<file path="src/rtl/prio_encoder_hs.sv">
// Registered N-to-log2(N) priority encoder with a valid/ready output handshake.
// Define PRIO_ENCODER_RR_EN to replace fixed highest-index-first priority with round-robin.
module prio_encoder_hs #(
    parameter int unsigned N = 4,
    localparam int unsigned W = $clog2(N)
) (
    input  logic         clk,
    input  logic         rst,
    input  logic [N-1:0] req,
    input  logic         out_ready,
    output logic         out_valid,
    output logic [W-1:0] out_idx,
    output logic [W:0]   out_cnt,
    output logic         out_multi
);

    typedef enum logic [0:0] {StEmpty, StFull} state_e;

    state_e       state_q, state_d;
    logic         load;
    logic         any_req;
    logic [W-1:0] win_idx;
    logic [W:0]   cnt_sum;
    logic [W-1:0] idx_q;
    logic [W:0]   cnt_q;
    logic         multi_q;

    assign load    = (state_q == StEmpty) || ((state_q == StFull) && out_ready);
    assign any_req = |req;

    // Winner selection
`ifdef PRIO_ENCODER_RR_EN
    logic [W-1:0] ptr_q;
    logic [W:0]   rr_cand;

    // Walk from offset N down to 1 so the candidate nearest below ptr is assigned last and wins.
    always_comb begin
        win_idx = '0;
        rr_cand = '0;
        for (int k = int'(N); k >= 1; k--) begin
            rr_cand = {1'b0, ptr_q} + (W+1)'(int'(N) - k);
            if (rr_cand >= (W+1)'(N)) begin
                rr_cand = rr_cand - (W+1)'(N);
            end
            if (req[rr_cand[W-1:0]]) begin
                win_idx = rr_cand[W-1:0];
            end
        end
    end

    always_ff @(posedge clk or posedge rst) begin
        if (rst) begin
            ptr_q <= '0;
        end else if (load && any_req) begin
            ptr_q <= win_idx;
        end
    end
`else
    always_comb begin
        win_idx = '0;
        for (int i = 0; i < int'(N); i++) begin
            if (req[i]) begin
                win_idx = W'(i);
            end
        end
    end
`endif

    always_comb begin
        cnt_sum = '0;
        for (int i = 0; i < int'(N); i++) begin
            cnt_sum = cnt_sum + (W+1)'(req[i]);
        end
    end

    // FSM state register
    always_ff @(posedge clk or posedge rst) begin
        if (rst) begin
            state_q <= StEmpty;
        end else begin
            state_q <= state_d;
        end
    end

    // FSM next state
    always_comb begin
        state_d = state_q;
        if (load) begin
            state_d = any_req ? StFull : StEmpty;
        end
    end

    // Result registers only update on a load that actually carries a request.
    always_ff @(posedge clk or posedge rst) begin
        if (rst) begin
            idx_q   <= '0;
            cnt_q   <= '0;
            multi_q <= 1'b0;
        end else if (load && any_req) begin
            idx_q   <= win_idx;
            cnt_q   <= cnt_sum;
            multi_q <= (cnt_sum > (W+1)'(1));
        end
    end

    // FSM outputs
    always_comb begin
        out_valid = (state_q == StFull);
        out_idx   = idx_q;
        out_cnt   = cnt_q;
        out_multi = multi_q;
    end

endmodule

</file>
<file path="config.mk">
export PLATFORM = sky130hd
export DESIGN_NAME = prio_encoder_hs
export DESIGN_NICKNAME = d
export VERILOG_FILES = /design/src/rtl/prio_encoder_hs.sv
export SDC_FILE = /design/constraint.sdc
export NUM_CORES = 1
export LEC_CHECK = 0
export ABC_AREA = 1
export CAP_MARGIN = 10
export CORE_AREA = 2 2 39 41
export CTS_BUF_LIST = sky130_fd_sc_hd__clkbuf_16
export CTS_CLUSTER_SIZE = 28
export DETAILED_ROUTE_END_ITERATION = 12
export DIE_AREA = 0 0 41 43
export HOLD_SLACK_MARGIN = 0.02
export PLACE_DENSITY = 0.62
export SLEW_MARGIN = 20
export SYNTH_ARGS = -nofsm -noshare
export SYNTH_HDL_FRONTEND = slang
export SYNTH_SLANG_ARGS = --single-unit
</file>
<file path="constraint.sdc">
create_clock -name clk -period 1 [get_ports clk]
set_clock_uncertainty 0.1 [all_clocks]
set_input_delay 0.15 -clock clk [delete_from_list [all_inputs] [get_ports clk]]
set_output_delay 0.15 -clock clk [all_outputs]
set_load 0.02 [all_outputs]
</file>
==> run metrics <==
Critical Path Sink=out_multi; Hold Violations, Final=0; CTS buffer count=3; Worst Setup SP=req[1]; sequential-to-total area share from yosys stat=between 40% and 50%; Chip Width=41 µm; Syn. warnings=0; vias in the first global route=386; Synth top cells by count=16 x nand2_1, 8 x inv_1, 7 x dfrtp_1; status=finished, violations left; Worst path max stage delay=approximately 0.55 ns; via count=approximately 420; critical path class=in2reg; min cycle time layout=between 1.5 and 2 ns; Worst Tran Pin Value=between 0.2 and 0.3 ns; cells on worst reg2reg path=7; cell row count=14; Worst EP required=~1 ns; DR DRC count=0; ys flop type=dfrtp_1; Slew headroom=around four fifths; PD cells=roughly 1800 mW/mm²; crit share post-route=150.9%; clk buf depth=2; Post-DRT Antenna Nets=0; Die ar.=0.001763 mm²; largest net degree at the start of global routing=8; CTS Sinks=7; Setup TNS Final=-2.083 ns; RePlAce Congestion=0.7290; Tot Pwr=roughly 1600 µW; fin util=63.92%; Yosys reg bits=7; Worst setup EP type=flip-flop; worst-path cell chain=buf_6, inv_4, fa_1, inv_2, ha_4, inv_2, ha_4, o21ai_1, nand2_1, nand2_1, nand2_1; Worst VDD drop=about 650 µV; total global-route track usage=roughly an eighth; Die Ht=43 µm; Worst R2R Start=out_valid; initial drt markers=6; Critical Path Source Type=input port; Synth area leader=dfrtp_1; # setup viols final=8; Max-cap violations=0; Area Overhead vs Synth=116.9%; nets=about 100; failing checks=setup timing; CORE AREA=between 0.001 and 0.0015 mm²; layout cells sized above 1=62.35%; worst-skew pair later-pin latency=0.22 ns; cell count after placement=just over 90; Critical path buffers and inverters=4; fin. max-slew vios=0; Ant. Diodes=0; first-pass GRT wire length=about 1600 µm; # IOs=14; I/O Buffers=13; critical path's top delay family=adder cells; final worst slack=-0.5093 ns; CTS tree=done; crit-path max FO=2; Via density=4.139; initial core utilization=29.48%; critical path depth=11; leakage=between 0.0004 and 0.0005 µW; Mapped Area=slightly above 400 µm²; Mapped Nets=61; top-count cell post-synth=nand2_1; slowest CP cell=fa_1; gr ovfl total=0; Synth cell types=14; top cells by area, synth=dfrtp_1 43%, nand2_1 15%, ha_1 12%; WL/cell=about 9.6 µm; clock-pin slew on the worst setup and hold paths=~0.03 ns; FMAX=around 660 MHz; initial antenna violation count=0; RSZ-0062 raised after global routing=yes; share of the synthesized area in the top cell type=42.94%; DPL Wire Length=about 640 µm; setup slack, reg-to-reg=-0.14 ns; gate count after technology mapping=roughly 50; Root Buffer=clkbuf_16; Worst R2R End=out_cnt[1]; Routed WL=slightly below 1000 µm; FFs w/ async S/R, synth=100.0%; Avg Cell Area, Syn=between 8 and 9 µm²; worst endpoint data arrival time=between 1.5 and 2 ns; DR pass1 iterations=3; CTS H-Tree Depth=1; EDFF count, synth=0; Hold Crit Class=in2async; Post-Layout Cell Count=101; CP most frequent cell=nand2_1
[cells in the final DEF, fill, tap and decap left out, types with 2 or more instances in the layout]
master,count
o21ai_1,2
ha_1,2
inv_4,3
dfrtp_1,6
nand2_1,12
nand3_2,2
clkdlybuf4s50_1,2
buf_6,13
nand2_2,4
inv_1,3
clkbuf_16,3
ha_4,2
buf_4,15
inv_2,3
[power breakdown]
group	total, µW	internal [µW]	switching (µW)	leakage [µW]
clock	648	518	130	0.0000423
combinational	572	325	247	0.000336
sequential	369	334	34.4	0.0000822
[worst reg2reg max path, cell delays in order (launching register included)]
cell	delay (ns)
dfrtp_2	0.36
buf_6	0.10
inv_4	0.03
nor2_4	0.12
inv_4	0.08
buf_4	0.14
nand3_2	0.05
nand2_1	0.05
[sequential cells by signal, summed over array words and instances, names as in the netlist]
name	count
out_idx	2
out_multi	1
out_valid	1
out_cnt	3
[logic make-up after synthesis]
logic type	count (synthesis)	share of synthesized area [%]
simple gates	24	26.69
flops	7	42.95
fa+ha+maj	5	17.18
compound gates	4	4.906
buf+inv	9	8.282
[metal layers]
layer | vias to the layer above | share of wire [%] | global-route usage (%)
met5 | - | 0 | 0
met4 | 0 | 0 | 6.000
met3 | 0 | 3.9 | 3.141
met2 | 11 | 56 | 21.56
met1 | 186 | 40 | 15.79
li1 | 221 | - | -
[how the worst min path moves through the flow]
stage | cells past startpoint | to | start
after floorplan | 1 | out_cnt[0] | rst
after global placement | 2 | out_cnt[0] | rst
after detailed placement | 2 | out_cnt[0] | rst
after CTS | 2 | out_cnt[0] | rst
after global routing | 2 | out_cnt[0] | rst
final | 2 | out_cnt[1] | rst
[repair_timing]
action	CTS	global route
setup endpoints to repair	14	14
buffers inserted	3	3
hold buffers	0	0
pin swaps	9	2
resized for setup	62	14
[through the flow]
step,worst slack (ns),instance area (µm²),hold WS (ns)
finish,-0.5093,884.6,0.06247
CTS,-0.5074,814.5,0.06628
global placement,-1.313,684.4,0.2952
detailed placement,-1.338,684.4,0.2946
global route,-0.5811,884.6,0.09716
floorplan,-0.6522,436.7,-0.1467
[cell type report]
type | instances | area (µm²)
timing repair buffer | 32 | 292.8
tap | 16 | 20.02
fill | 115 | 499.2
multi-input combinational | 33 | 267.8
sequential | 7 | 176.4
clock inverter | 1 | 3.754
inverter | 9 | 48.80
clock buffer | 3 | 75.07
No activity file was read; power rests on OpenSTA's default activity.
